--- config.mk ---
export PLATFORM = sky130hd
export DESIGN_NAME = axi_wr_arbiter
export DESIGN_NICKNAME = d
export VERILOG_FILES = /design/src/rtl/axi_wr_arbiter.sv
export SDC_FILE = /design/constraint.sdc
export NUM_CORES = 1
export LEC_CHECK = 0
export BUFFER_PORTS_ARGS = -buffer_cell sky130_fd_sc_hd__buf_2
export CAP_MARGIN = 20
export CORE_AREA = 5 5 264 266
export DETAILED_ROUTE_END_ITERATION = 10
export DIE_AREA = 0 0 269 271
export PLACE_DENSITY = 0.34
export SKIP_LAST_GASP = 1
export SLEW_MARGIN = 15
export SYNTH_ARGS = -nofsm -noshare
export SYNTH_HDL_FRONTEND = slang
export SYNTH_SLANG_ARGS = --single-unit
--- constraint.sdc ---
create_clock -name M_AXI_ACLK -period 6.5 [get_ports M_AXI_ACLK]
set_clock_uncertainty 0.05 [all_clocks]
set_input_delay 1.3 -clock M_AXI_ACLK [delete_from_list [all_inputs] [get_ports M_AXI_ACLK]]
set_output_delay 1.3 -clock M_AXI_ACLK [all_outputs]
set_load 0.02 [all_outputs]
--- src/rtl/axi_wr_arbiter.sv ---
// Round-robin arbiter sharing one AXI4 write channel (AW/W/B) among three
// burst-granular FIFO requesters; one full burst per grant.
module axi_wr_arbiter #(
    parameter int BURST_LEN  = 16,
    parameter int DATA_WIDTH = 128,
    parameter int ADDR_WIDTH = 32,
    parameter int ID_WIDTH   = 1
) (
    input  logic                    M_AXI_ACLK,
    input  logic                    M_AXI_ARESETN,
    input  logic [2:0]              req,
    input  logic [3*ADDR_WIDTH-1:0] req_addr,
    input  logic [3*DATA_WIDTH-1:0] rd_data,
    output logic [2:0]              rd_en,
    output logic [2:0]              grant,
    output logic [2:0]              done,
    output logic                    err,
    output logic [ID_WIDTH-1:0]     M_AXI_AWID,
    output logic [ADDR_WIDTH-1:0]   M_AXI_AWADDR,
    output logic [7:0]              M_AXI_AWLEN,
    output logic [2:0]              M_AXI_AWSIZE,
    output logic [1:0]              M_AXI_AWBURST,
    output logic                    M_AXI_AWVALID,
    input  logic                    M_AXI_AWREADY,
    output logic [DATA_WIDTH-1:0]   M_AXI_WDATA,
    output logic [DATA_WIDTH/8-1:0] M_AXI_WSTRB,
    output logic                    M_AXI_WLAST,
    output logic                    M_AXI_WVALID,
    input  logic                    M_AXI_WREADY,
    input  logic [1:0]              M_AXI_BRESP,
    input  logic                    M_AXI_BVALID,
    output logic                    M_AXI_BREADY
);

    localparam int SIZE_LOG2  = $clog2(DATA_WIDTH / 8);
    localparam int ALIGN_BITS = $clog2(BURST_LEN * DATA_WIDTH / 8);
    localparam int CNT_W      = $clog2(BURST_LEN);
    localparam logic [ADDR_WIDTH-1:0] ADDR_MASK =
        ~((ADDR_WIDTH'(1) << ALIGN_BITS) - ADDR_WIDTH'(1));
    localparam logic [CNT_W-1:0] LAST_BEAT = CNT_W'(BURST_LEN - 1);

    typedef enum logic [1:0] {ST_IDLE, ST_AW, ST_W, ST_B} state_e;

    state_e                  state_q, state_d;
    logic [1:0]              ptr_q, ptr_d;
    logic [1:0]              gidx_q, gidx_d;
    logic [ADDR_WIDTH-1:0]   awaddr_q, awaddr_d;
    logic [CNT_W-1:0]        beat_q, beat_d;

    logic                    pick_valid;
    logic [1:0]              pick_idx;
    logic [1:0]              cand0, cand1, cand2;
    logic [ADDR_WIDTH-1:0]   pick_addr;
    logic [2:0]              grant_oh;
    logic                    w_hs;
    logic                    b_hs;

    function automatic logic [1:0] wrap_inc(input logic [1:0] v);
        return (v == 2'd2) ? 2'd0 : v + 2'd1;
    endfunction

    // Search order starts at the pointer and wraps modulo 3.
    assign cand0 = ptr_q;
    assign cand1 = wrap_inc(cand0);
    assign cand2 = wrap_inc(cand1);

    // NOTE: every signal assigned in an always_comb gets a default first, so no path can infer a latch.
    always_comb begin
        pick_valid = 1'b1;
        pick_idx   = cand0;
        if (req[cand0])      pick_idx = cand0;
        else if (req[cand1]) pick_idx = cand1;
        else if (req[cand2]) pick_idx = cand2;
        else                 pick_valid = 1'b0;
    end

    always_comb begin
        pick_addr = req_addr[0 +: ADDR_WIDTH];
        case (pick_idx)
            2'd1:    pick_addr = req_addr[ADDR_WIDTH +: ADDR_WIDTH];
            2'd2:    pick_addr = req_addr[2*ADDR_WIDTH +: ADDR_WIDTH];
            default: pick_addr = req_addr[0 +: ADDR_WIDTH];
        endcase
    end

    always_comb begin
        M_AXI_WDATA = rd_data[0 +: DATA_WIDTH];
        case (gidx_q)
            2'd1:    M_AXI_WDATA = rd_data[DATA_WIDTH +: DATA_WIDTH];
            2'd2:    M_AXI_WDATA = rd_data[2*DATA_WIDTH +: DATA_WIDTH];
            default: M_AXI_WDATA = rd_data[0 +: DATA_WIDTH];
        endcase
    end

    assign grant_oh = (state_q != ST_IDLE) ? (3'b001 << gidx_q) : 3'b000;
    assign w_hs     = (state_q == ST_W) && M_AXI_WREADY;
    assign b_hs     = (state_q == ST_B) && M_AXI_BVALID;

    always_comb begin
        state_d  = state_q;
        ptr_d    = ptr_q;
        gidx_d   = gidx_q;
        awaddr_d = awaddr_q;
        beat_d   = beat_q;
        case (state_q)
            ST_IDLE: begin
                if (pick_valid) begin
                    gidx_d   = pick_idx;
                    awaddr_d = pick_addr & ADDR_MASK;
                    ptr_d    = wrap_inc(pick_idx);
                    beat_d   = '0;
                    state_d  = ST_AW;
                end
            end
            ST_AW: begin
                if (M_AXI_AWREADY) state_d = ST_W;
            end
            ST_W: begin
                if (w_hs) begin
                    beat_d = beat_q + CNT_W'(1);
                    if (beat_q == LAST_BEAT) state_d = ST_B;
                end
            end
            ST_B: begin
                if (M_AXI_BVALID) state_d = ST_IDLE;
            end
            default: state_d = ST_IDLE;
        endcase
    end

    // NOTE: sequential state uses non-blocking assignments so all registers update from pre-edge values.
    always_ff @(posedge M_AXI_ACLK or negedge M_AXI_ARESETN) begin
        if (!M_AXI_ARESETN) begin
            state_q  <= ST_IDLE;
            ptr_q    <= 2'd0;
            gidx_q   <= 2'd0;
            awaddr_q <= '0;
            beat_q   <= '0;
        end else begin
            state_q  <= state_d;
            ptr_q    <= ptr_d;
            gidx_q   <= gidx_d;
            awaddr_q <= awaddr_d;
            beat_q   <= beat_d;
        end
    end

    assign grant         = grant_oh;
    assign rd_en         = w_hs ? grant_oh : 3'b000;
    assign done          = b_hs ? grant_oh : 3'b000;
    assign err           = b_hs && (M_AXI_BRESP != 2'b00);

    assign M_AXI_AWID    = '0;
    assign M_AXI_AWADDR  = awaddr_q;
    assign M_AXI_AWLEN   = 8'(BURST_LEN - 1);
    assign M_AXI_AWSIZE  = 3'(SIZE_LOG2);
    assign M_AXI_AWBURST = 2'b01;
    assign M_AXI_AWVALID = (state_q == ST_AW);
    assign M_AXI_WSTRB   = '1;
    assign M_AXI_WVALID  = (state_q == ST_W);
    assign M_AXI_WLAST   = (state_q == ST_W) && (beat_q == LAST_BEAT);
    assign M_AXI_BREADY  = (state_q == ST_B);

endmodule

After elaboration in Yosys (flattened, before gate mapping)

Cells that the tools add are included.

Register bits: 34
Input port bits: 490
Output and inout bits: 204

Add/sub/neg operators: 4
$lt $le $gt $ge: 3
Equal/unequal tests: 15
Shifts and indexed selects: 1
Mux-type cells: 29
Reduce and logical (&&, ||, !) cells: 11

Operators with widths:

| cell                  | number |
|---|---|
| $pmux W128 S2         | 1 |
| $pmux W32 S2          | 1 |
| $mux W2               | 11 |
| $eq A2 B2 Y1 const B  | 6 |
| $lt A2 B3 Y1 const B  | 3 |
| $mux W3               | 3 |
| $mux W4               | 2 |
| $pmux W2 S4           | 1 |
| $pmux W4 S2           | 1 |
| $add A2 B1 Y2 const B | 3 |
| $bmux W1 S2           | 3 |
| $eq A2 B1 Y1 const B  | 3 |
| $mux W1               | 6 |
| $ne A2 B1 Y1 const B  | 3 |
| $reduce_bool A2 Y1    | 3 |
| $reduce_and A5 Y1     | 1 |
| $add A4 B1 Y4 const B | 1 |
| $eq A4 B4 Y1 const B  | 1 |
| $logic_and A1 B1 Y1   | 4 |
| $ne A2 B2 Y1 const B  | 2 |
| $reduce_and A3 Y1     | 1 |
| $shl A1 B2 Y3 const A | 1 |
| $logic_not A2 Y1      | 1 |
| $reduce_and A2 Y1     | 1 |

Depth between registers and ports, before layout

Gate-level depths: netlist of the first run.

Depth after elaboration: 11
Gate-level depth with buffers: 10
Gate-level depth less buffers: 9

Worst setup path after synthesis of the first run

Ideal clock, no wire load.

Path type: input-to-output
From: in rd_data[220]
To: out M_AXI_WDATA[92]
Data arrival time: 1.755 ns
Data required time: 5.150 ns
Path slack: 3.395 ns
Stages on the path: 2
Path buffers: 0
Cells stage by stage: a22oi_1 > a21oi_1

Cells in the longest elaborated chain, start to end: 1

RTL lines:

| item            | RTL line | text |
|---|---|---|
| start, declared | 13       | `input logic [3*DATA_WIDTH-1:0] rd_data,` |
| $pmux W128 S2   | 88       | `case (gidx_q)` |
| end, declared   | 25       | `output logic [DATA_WIDTH-1:0] M_AXI_WDATA,` |

Every way passes these cells.

Final worst setup path of the first run

From: reg gidx_q[0]
To: out M_AXI_WDATA[106]

Cells in the longest elaborated chain, start to end: 2
Elaborated cells on any way between the ends: 3
Classes of those cells: eq/ne: 2; mux: 1

RTL lines:

| item                                         | RTL line | text |
|---|---|---|
| start, declared                              | 46       | `logic [1:0] gidx_q, gidx_d;` |
| start signal, assigned                       | 142      | `gidx_q <= gidx_d;` |
| $eq A2 B2 Y1 or $eq A2 B1 Y1 (tied branches) | 88       |  |
| $pmux W128 S2 (*)                            | 88       |  |

Mark *: on every way between the ends. The rest lies on a longest branch, timed or not.

==> summary.md, run 1 <==
| Metric | Value |
|---|---|
| Slew HR | 33.8% |
| Synthesis-to-layout area growth | 88.5% |
| Fin crit share | 65.5% |
| DRC marker count from the first detailed-route iteration | 415 |
| Sequential area share after synthesis | 18.0% |
| Yosys reg bits | 34 |
| Post-route ant nets | 0 |
| Share of cells above drive strength 1 | 50.5% |
| Clock network fraction of design power | 5.1% |
| Number of post-CTS setup repair buffers | 0 |
| DR top layer | met5 |
| Critical-path cell list | inv_1, ha_4, buf_4, nor2_1, a21oi_1, buf_2 |
| Synth async-reset ratio | 100% |
| Critical-path maximum fanout | 81 |
| Std-Cell Rows | 95 |
| PortBufs | 631 |
| Gates resized, CTS repair | 0 |
| Fin. Hold Viols | 0 |
| CP endpoint kind | primary output |
| Clock Sinks | 34 |
| Peak Freq | 0.235 GHz |
| Hold WC Path Type | reg2reg |
| Slew Limit Fails | 0 |
| Worst reg2reg endpoint | M_AXI_AWADDR[31] |
| M1 WL | 14.5 mm |
| Hold Path Stages | 2 |
| Setup_tns | 0 ps |
| Largest net degree at the start of global routing | 82 |
| Finish-stage setup viols | 0 |
| Via count | 7735 |
| Sw frac | 62.3% |
| Diode count | 0 |
| Initial Utilization | 7.06% |
| Status | complete, no violations |
| Crit Path Class | reg2out |
| Top cell type's share of synthesized area | 24.2% |
| Worst-Margin Slew | 993 ps |
| Gp weighted congestion | 0.900 |
| TritonRoute pass-1 iters | 5 |
| Fin cells | 2193 |
| Synth Cell Area | 0.00472 sq mm |
| Gr ovfl total | 0 |
| Synth Warn # | 0 |
| FF-to-FF path depth | 7 |
| Complex-gate fraction of the synthesized area | 46.1% |
| Fin crit period | 4260 ps |
| Logic pwr share | 86.9% |
| Met2 WL | 18.0 mm |
| Total CTS buffers | 5 |
| Post-Synth XOR/XNOR Area | 0% |
| Routed WL | 37.6 mm |
| Unique masters post-synth | 37 |
| DIE WIDTH | 269 um |
| Simple-gate share of the synthesized area | 18.2% |
| Reg power frac | 8.0% |
| H-tree Lvls | 2 |
| Synth top cells by count | 152 x a22oi_1, 140 x nor2_1, 130 x a21oi_1 |
| Crit-path slowest cell | ha_4 |
| Internal Power | 1810 uW |
| Critical path's largest stage delay | 920 ps |
| Dpl cells | 2185 |
| P_leak | 0.00442 uW |
| Die ar. | 0.0729 sq mm |
| Post-synthesis adder-cell area fraction | 3.18% |
| Average wire per standard cell | 17.1 um |
| CP bufs+invs | 3 |
| Post-synth top area cell | a22oi_1 |
| Hold path start | M_AXI_AWADDR[13] |
| Critical Path RT | 5150 ps |
| Core area | 0.0668 sq mm |
| Metal3 WL | 3.94 mm |
| Initial antenna violation count | 16 |
| CP top delay family | adder cells |
| Detailed-route DRC error count | 0 |
| Main synth FF type | dfrtp_1 |
| Post-synthesis mux area share | 1.22% |
| DP HPWL | 32.8 mm |
| Largest family of logic cells by synthesized area | compound AO/OA/AOI/OAI gates |
| First-pass GRT wire length | 50.0 mm |
| CTS Buffer Depth | 2 |
| Clk root buf | clkbuf_16 |
| All-Layer GR Usage | 9.14% |
| TritonCTS clock tree | yes |
| Critical Path Start Type | flip-flop |
| Number of flops mapped to enable cells by yosys | 0 |
| Die height | 271 um |
| WHS Endpoint | M_AXI_AWADDR[13] |
| Vias/cell | 3.53 |
| Flop2flop setup slack | 3650 ps |
| Max-cap viol count | 0 |
| Number of global-route vias before repair | 7626 |
| Synth area leaders | a22oi_1 24%, dfrtp_1 18%, a21oi_1 14% |
| RR Startpoint | cand0[1] |
| Count leader, synth | a22oi_1 |
| RSZ-0062 raised after global routing | false |
| Worst skew pair latency | 280 ps |
| Psw | 2990 uW |
| Peak supply drop | 0.210 mV |
| Nets | 1821 |
| Pwr Density | 540 mW/mm^2 |
| Clock-pin slew on the worst setup and hold paths | 60 ps |
| Synth Instances | 738 |
| # IOs | 694 |
| Synthesized area per cell | 6.39 sq um |
| Hold buffers post-CTS | 0 |
| CP arrival | 2910 ps |
-- worst max-delay path by stage --
stage / from / endpoint / slack [ps] / cells after the start
floorplan: rd_data[220] / M_AXI_WDATA[92] / 3390 / 2
global placement: gidx_q[0] / M_AXI_WDATA[106] / 2560 / 6
detailed placement: gidx_q[0] / M_AXI_WDATA[106] / 2470 / 6
CTS: gidx_q[0] / M_AXI_WDATA[106] / 2150 / 6
global route: gidx_q[0] / M_AXI_WDATA[106] / 2060 / 6
finish: gidx_q[0] / M_AXI_WDATA[106] / 2240 / 6
-- layout make-up --
cell class	instances	area (sq um)
clock buffers	7	143
clock inverters	1	5.00
inverters	15	56.3
multi-input cells	615	3420
fillers	7821	57900
repair buffers	648	3320
well taps	873	1090
flip-flops and latches	34	851
-- worst reg2reg max path, stage by stage, from the launching register on --
cell and delay (ps):
dfrtp_1 430, or2b_2 310, a32oi_1 390, ha_1 830
a22oi_1 360, nand2_1 150, o21ai_0 80, o21ai_0 160
-- kinds of logic after synthesis --
group,Yosys count
AO/OA/AOI/OAI,347
adder cells (fa/ha/maj),12
buffers and inverters,125
flip-flops,34
multiplexers,5
other,2
AND/OR/NAND/NOR,213
-- per-stage QoR --
step                utilization [%]  setup WS, ps  total power [uW]  hold slack, ps  cell area, sq um
finish                         13.3          2240              4800             427              8890
global route                   13.3          2060              5220             451              8890
CTS                            13.3          2150              4890             438              8890
detailed placement             13.1          2470              4630             423              8740
global placement               13.1          2560              4620             410              8740
floorplan                         -          3390              3030             431              4850
-- layout by cell type (no fill, tap or decap), types with 3 or more instances in the layout --
| cell | count |
|---|---|
| clkbuf_16 | 5 |
| a22oi_1 | 152 |
| inv_1 | 15 |
| o21ai_0 | 48 |
| o21ai_1 | 5 |
| conb_1 | 38 |
| nand2b_1 | 3 |
| a21oi_1 | 130 |
| ha_1 | 9 |
| buf_12 | 3 |
| buf_2 | 631 |
| ha_4 | 3 |
| nand2_1 | 58 |
| o221ai_1 | 3 |
| dfrtp_1 | 34 |
| buf_4 | 14 |
| nor2_1 | 140 |
-- metal layers --
layer	vias up	global-route usage [%]
li1	3760	-
met1	3426	10.3
met2	486	16.4
met3	57	2.90
met4	6	2.64
met5	-	0
-- registers in the layout, summed over array words and instances, names as in the netlist --
register and cells:
cand0 2, beat_q 4, state_q 2, gidx_q 2
M_AXI_AWADDR 24
-- power by group through the flow --
stage / Sequential, uW / Clock, uW / Combinational (uW)
after global routing: 404 / 266 / 4550
after CTS: 389 / 261 / 4240
final: 386 / 245 / 4170
after global placement: 382 / 0 / 4230
after floorplan: 462 / 0 / 2570
after detailed placement: 386 / 0 / 4240
No activity file was read; power rests on OpenSTA's default activity.
==> run 2, diff against run 1 <==
- CORE_AREA: 5 5 264 266 -> 5 5 270 272
- DIE_AREA: 0 0 269 271 -> 0 0 275 277
- clock period: 6.5 -> 3.75 ns (I/O delays scaled with it)
==> run 2 against run 1 <==
  * Sequential share of layout area fell by 0.21 points
  * Register-to-register slack got worse by 2700 ps
  * Sequential power rose by 73%
  * Largest cell class unchanged
  * Clock power rose by 100%
  * Power rose by 77%
  * Critical endpoint is now M_AXI_WDATA[27]
  * Cell count rose by 3.8%
==> summary.md, run 2 (synthesized netlist as in run 1, its figures left out) <==
| Metric | Value |
|---|---|
| Peak supply drop | 0.328 mV (+56%) |
| Total CTS buffers | 5 (unchanged) |
| Hold WC Path Type | reg2reg |
| CP endpoint kind | primary output |
| Clock Sinks | 34 (unchanged) |
| Core area | 0.0705 sq mm (+5.5%) |
| Finish-stage setup viols | 0 (unchanged) |
| Synthesis-to-layout area growth | 92.7% |
| CP arrival | 2410 ps (-500 ps) |
| Max reg flops | 24 (unchanged) |
| Status | complete, no violations |
| DIE WIDTH | 275 um (+2.2%) |
| Critical-path maximum fanout | 46 (-43%) |
| Average wire per standard cell | 17.7 um (+3.4%) |
| Die height | 277 um (+2.2%) |
| Worst-Margin Slew | 991 ps (-2.22 ps) |
| Max-cap viol count | 0 (unchanged) |
| Gates resized, CTS repair | 0 (unchanged) |
| Number of global-route vias before repair | 7748 (+1.6%) |
| Post-route ant nets | 0 (unchanged) |
| Worst skew pair latency | 290 ps (about the same) |
| Largest net degree at the start of global routing | 74 (-9.8%) |
| Fin crit period | 3210 ps |
| Setup ws final | 536 ps (-1710 ps) |
| Via count | 7811 (+0.98%) |
| Hold buffers post-CTS | 0 (unchanged) |
| Critical Path RT | 2950 ps (-2200 ps) |
| Gp weighted congestion | 0.843 (-6.4%) |
| Critical path's largest stage delay | 500 ps (-420 ps) |
| Clk root buf | clkbuf_16 |
| Initial Utilization | 6.69% (-0.37 points) |
| Final Cell Area | 0.00909 sq mm (+2.2%) |
| Std-Cell Rows | 98 (+3.2%) |
| Vias/cell | 3.43 (-2.7%) |
| Setup_tns | 0 ps (unchanged) |
| Detailed-route DRC error count | 0 (unchanged) |
| Peak Freq | 0.311 GHz |
| DRC marker count from the first detailed-route iteration | 332 (-20%) |
| Pwr Density | 932 mW/mm^2 (+73%) |
| Gr ovfl total | 0 (unchanged) |
| Post-DP Area | 0.00890 sq mm (+1.8%) |
| Share of cells above drive strength 1 | 50.6% (+0.11 points) |
| # IOs | 694 (unchanged) |
| Critical Path Start Type | flip-flop |
| Commonest non-fill, non-tap cell in the layout | buf_2 |
| TritonRoute pass-1 iters | 5 (unchanged) |
| Slew Limit Fails | 0 (unchanged) |
| Critical-path cell list | inv_1, ha_4, buf_12, buf_12, nor2_1, a21oi_1, buf_2 |
| Crit-path slowest cell | ha_4 |
| Die ar. | 0.0762 sq mm (+4.5%) |
| Layout fillers | 8281 (+5.9%) |
| TritonCTS clock tree | yes |
| Clock-pin slew on the worst setup and hold paths | 60 ps (about the same) |
| Fin. Hold Viols | 0 (unchanged) |
| CTS Buffer Depth | 2 (unchanged) |
| Register area | 851 sq um (unchanged) |
| Initial antenna violation count | 34 (+18) |
| Worst hold margin | 420 ps (-7.34 ps) |
| All-Layer GR Usage | 9.50% (+0.36 points) |
| Pre-CTS setup slack | 482 ps (-1990 ps) |
| Slew HR | 33.9% (+0.15 points) |
| RSZ-0062 raised after global routing | false |
| Top cell by count, worst path | buf_12 |
| Area of the multi-input gates | 0.00342 sq mm (unchanged) |
| Routed WL | 40.4 mm (+7.4%) |
| Fin crit share | 85.7% |
| Number of post-CTS setup repair buffers | 0 (unchanged) |
| P_leak | 0.00445 uW (+0.76%) |
| PortBufs | 631 (unchanged) |
| H-tree Lvls | 2 (unchanged) |
| Nets | 1823 (+0.11%) |
| Crit Path Class | reg2out |
| DP HPWL | 35.7 mm (+9.0%) |
| First-pass GRT wire length | 53.2 mm (+6.5%) |
| Most frequent cells in the layout | 631 x buf_2, 152 x a22oi_1, 140 x nor2_1 |
-- run 2: changes by cell type in the layout (fill, tap and decap cells not counted), sizes merged --
cell | previous run | this run
clkbuf | 7 | 6
bufinv | 0 | 1
clkinv | 1 | 0
diode | 0 | 6
buf | 648 | 650
-- run 2: worst paths after layout --
path	slack (ps)	depth (start not counted)	endpoint	startpoint
setup / recovery	540	7	M_AXI_WDATA[27]	gidx_q[0]
hold / removal	420	2	M_AXI_AWADDR[22]	M_AXI_AWADDR[22]
setup reg to reg	970	7	M_AXI_AWADDR[16]	cand0[1]
hold reg to reg	420	2	M_AXI_AWADDR[22]	M_AXI_AWADDR[22]
max in group asynchronous	2630	1	M_AXI_AWADDR[24]	M_AXI_ARESETN
min in group asynchronous	510	1	M_AXI_AWADDR[8]	M_AXI_ARESETN
-- run 2: layout make-up --
type | count | area share, %
diodes | 6 | 0.165
clock buffers | 6 | 1.53
clock inverters | 1 | 0.330
inverters | 15 | 0.619
multi-input cells | 615 | 37.6
flip-flops and latches | 34 | 9.36
well taps | 950 | 13.1
repair buffers | 650 | 37.3
-- run 2: metrics by stage --
step	total power [uW]	cells	util, %
2_1_floorplan	5250	774	-
3_3_place_gp	8100	2264	12.6
3_5_place_dp	8080	2264	12.6
4_1_cts	8610	2271	12.9
5_1_grt	9170	2277	12.9
6_report	8470	2277	12.9
-- run 2: worst max-delay path: cells and delay by family, from the launching register on --
kind | cells | cell delay (ps)
buffers and inverters | 4 | 860
adders and majority gates | 1 | 500
DFF | 1 | 420
AOI/OAI and AO/OA | 1 | 190
and+or+nand+nor | 1 | 70
-- run 2: power breakdown --
group	leakage, uW	switching [uW]	internal (uW)
sequential	0.000426	123	544
clock	0.0000830	163	328
combinational	0.00395	4910	2410
-- run 2: metal layers --
| metal | vias to the layer above | share of wire, % | global-route usage (%) | wire [um] |
|---|---|---|---|---|
| li1 | 3766 | - | - | - |
| met1 | 3503 | 38 | 10.7 | 15300 |
| met2 | 466 | 48 | 16.4 | 19300 |
| met3 | 62 | 11 | 3.10 | 4300 |
| met4 | 14 | 3.3 | 4.09 | 1340 |
| met5 | - | 0.26 | 0 | 106 |
==> run 3, diff against run 2 <==
- CELL_PAD_IN_SITES_DETAIL_PLACEMENT: not set -> 1
- CELL_PAD_IN_SITES_GLOBAL_PLACEMENT: not set -> 2
- CORE_AREA: 5 5 270 272 -> 5 5 269 271
- DIE_AREA: 0 0 275 277 -> 0 0 274 276
- PLACE_DENSITY: 0.34 -> 0.59
==> run 3 against run 2 <==
  * Via count rose by 1.7%
  * Non-clock buffer count rose by 11
  * Final area fell by 0.18%
  * First-iteration DRC count fell by 28%
  * Critical path depth did not move
  * Largest cell class unchanged
  * Largest power group unchanged
==> summary.md, run 3 (synthesized netlist as in run 1, its figures left out) <==
| Metric | Value |
|---|---|
| DRC marker count from the first detailed-route iteration | 240 (-28%) |
| Post-DP Area | 0.00891 sq mm (about the same) |
| Synthesis-to-layout area growth | 92.3% |
| Number of global-route vias before repair | 8446 (+9.0%) |
| RSZ-0062 raised after global routing | false |
| Critical Path Start Type | flip-flop |
| Hold WC Path Type | reg2reg |
| Worst-Margin Slew | 1010 ps (+20.4 ps) |
| Gr ovfl total | 0 (unchanged) |
| CP top delay family | buffers and inverters |
| Via count | 7942 (+1.7%) |
| Clock Sinks | 34 (unchanged) |
| Gp weighted congestion | 0.898 (+6.6%) |
| # IOs | 694 (unchanged) |
| All-Layer GR Usage | 10.5% (+1.0 points) |
| Largest net degree at the start of global routing | 57 (-23%) |
| Hold path start | M_AXI_AWADDR[13] |
| Pwr Density | 942 mW/mm^2 (+1.1%) |
| Hold Path Stages | 2 (unchanged) |
| Most frequent cells in the layout | 631 x buf_2, 152 x a22oi_1, 140 x nor2_1 |
| Die ar. | 0.0756 sq mm (-0.72%) |
| Core area | 0.0695 sq mm (-1.4%) |
| Hold buffers post-CTS | 0 (unchanged) |
| Share of cells above drive strength 1 | 51.0% (+0.41 points) |
| Total CTS buffers | 5 (unchanged) |
| Post-route ant nets | 0 (unchanged) |
| WHS Endpoint | M_AXI_AWADDR[13] |
| Routed WL | 43.5 mm (+7.8%) |
| CTS Buffer Depth | 2 (unchanged) |
| Peak supply drop | 0.280 mV (-15%) |
| Initial Utilization | 6.78% (+0.093 points) |
| Average wire per standard cell | 19.1 um (+7.6%) |
| CP endpoint kind | primary output |
| Dpl cells | 2265 (+0.044%) |
| Commonest non-fill, non-tap cell in the layout | buf_2 |
| Worst reg2reg endpoint | M_AXI_AWADDR[31] |
| Die height | 276 um (-0.36%) |
| Critical path's largest stage delay | 480 ps (-20 ps) |
| Gates resized, CTS repair | 0 (unchanged) |
| Setup_tns | 0 ps (unchanged) |
| Fin cells | 2282 (+0.22%) |
| Clock-pin slew on the worst setup and hold paths | 60 ps (about the same) |
| Max reg flops | 24 (unchanged) |
| CP arrival | 2730 ps (+320 ps) |
| Crit-path slowest cell | ha_4 |
| Initial antenna violation count | 29 (-15%) |
| Crit Path Class | reg2out |
| Final Cell Area | 0.00907 sq mm (-0.18%) |
| TritonRoute pass-1 iters | 4 (-1) |
| Fin. Hold Viols | 0 (unchanged) |
| TritonCTS clock tree | yes |
| Slew Limit Fails | 0 (unchanged) |
| Detailed-route DRC error count | 0 (unchanged) |
| DIE WIDTH | 274 um (-0.36%) |
| Nets | 1834 (+0.60%) |
| CP bufs+invs | 4 (unchanged) |
| Clk root buf | clkbuf_16 |
| Flop2flop setup slack | 940 ps (-30 ps) |
| H-tree Lvls | 2 (unchanged) |
| Max-cap viol count | 0 (unchanged) |
| Finish-stage setup viols | 0 (unchanged) |
| Critical-path maximum fanout | 33 (-28%) |
| Finished Core Util | 13.0% (+0.15 points) |
| Fin crit period | 3530 ps (+314 ps) |
| Slew HR | 32.6% (-1.4 points) |
| Peak Freq | 0.284 GHz (-8.9%) |
| DP HPWL | 38.4 mm (+7.6%) |
| Number of post-CTS setup repair buffers | 0 (unchanged) |
| Critical-path cell list | inv_1, ha_4, buf_4, buf_4, a22oi_1, a21oi_1, buf_2 |
| FF-to-FF path depth | 7 (unchanged) |
| Status | complete, no violations |
| P_leak | 0.00448 uW (+0.58%) |
| First-pass GRT wire length | 59.7 mm (+12%) |
| Std-Cell Rows | 97 (-1.0%) |
| Vias/cell | 3.48 (+1.5%) |
| Fin crit share | 94.1% (+8.4 points) |
| RR Startpoint | cand0[1] |
| Critical Path RT | 2950 ps (about the same) |
| Worst skew pair latency | 280 ps (about the same) |
| PortBufs | 631 (unchanged) |
| Top cell by count, worst path | buf_4 |
[run 3: changes by cell type in the layout (fill, tap and decap cells not counted), sizes merged]
cell	change
buf	+11
bufinv	-1
clkinv	+2
diode	+4
clkbuf	-1
[run 3: worst max path at each step]
stage | depth (start not counted) | endpoint | start
final | 7 | M_AXI_WDATA[32] | gidx_q[0]
after floorplan | 6 | M_AXI_WDATA[83] | gidx_q[0]
after global routing | 7 | M_AXI_WDATA[32] | gidx_q[0]
after CTS | 7 | M_AXI_WDATA[32] | gidx_q[0]
after global placement | 10 | M_AXI_AWADDR[31] | req[0]
after detailed placement | 9 | M_AXI_AWADDR[31] | req[0]
[run 3: power by group]
| part | internal [uW] | switching (uW) | total (uW) |
|---|---|---|---|
| registers | 544 | 131 | 675 |
| clock network | 240 | 159 | 399 |
| logic | 2410 | 5060 | 7470 |
| total | 3200 | 5350 | 8550 |
[run 3: final cells by class]
type	instances	area [sq um]
clock inverter	2	10.0
timing repair buffer	661	3410
antenna	10	25.0
inverter	15	56.3
tap	940	1180
fill	8714	60500
clock buffer	5	125
multi-input combinational	615	3420
sequential	34	851
[run 3: tightest hold or removal path, stage by stage (launching register included)]
cell and delay (ps):
dfrtp_1 340, nand2_1 50, o21ai_0 60
[run 3: layer usage]
layer | wire length (um) | track usage (%) | vias to the layer above
li1 | - | - | 3796
met1 | 15700 | 10.8 | 3661
met2 | 21700 | 18.7 | 417
met3 | 4890 | 4.30 | 54
met4 | 1200 | 4.67 | 14
met5 | 92 | 0 | -
[run 3: per-stage QoR]
step           hold slack (ps)  total power [uW]  worst slack [ps]
2_1_floorplan              404              5250              1260
3_3_place_gp               409              8220               402
3_5_place_dp               424              8280               427
4_1_cts                    437              8710               203
5_1_grt                    456              9250               118
6_report                   429              8550               223
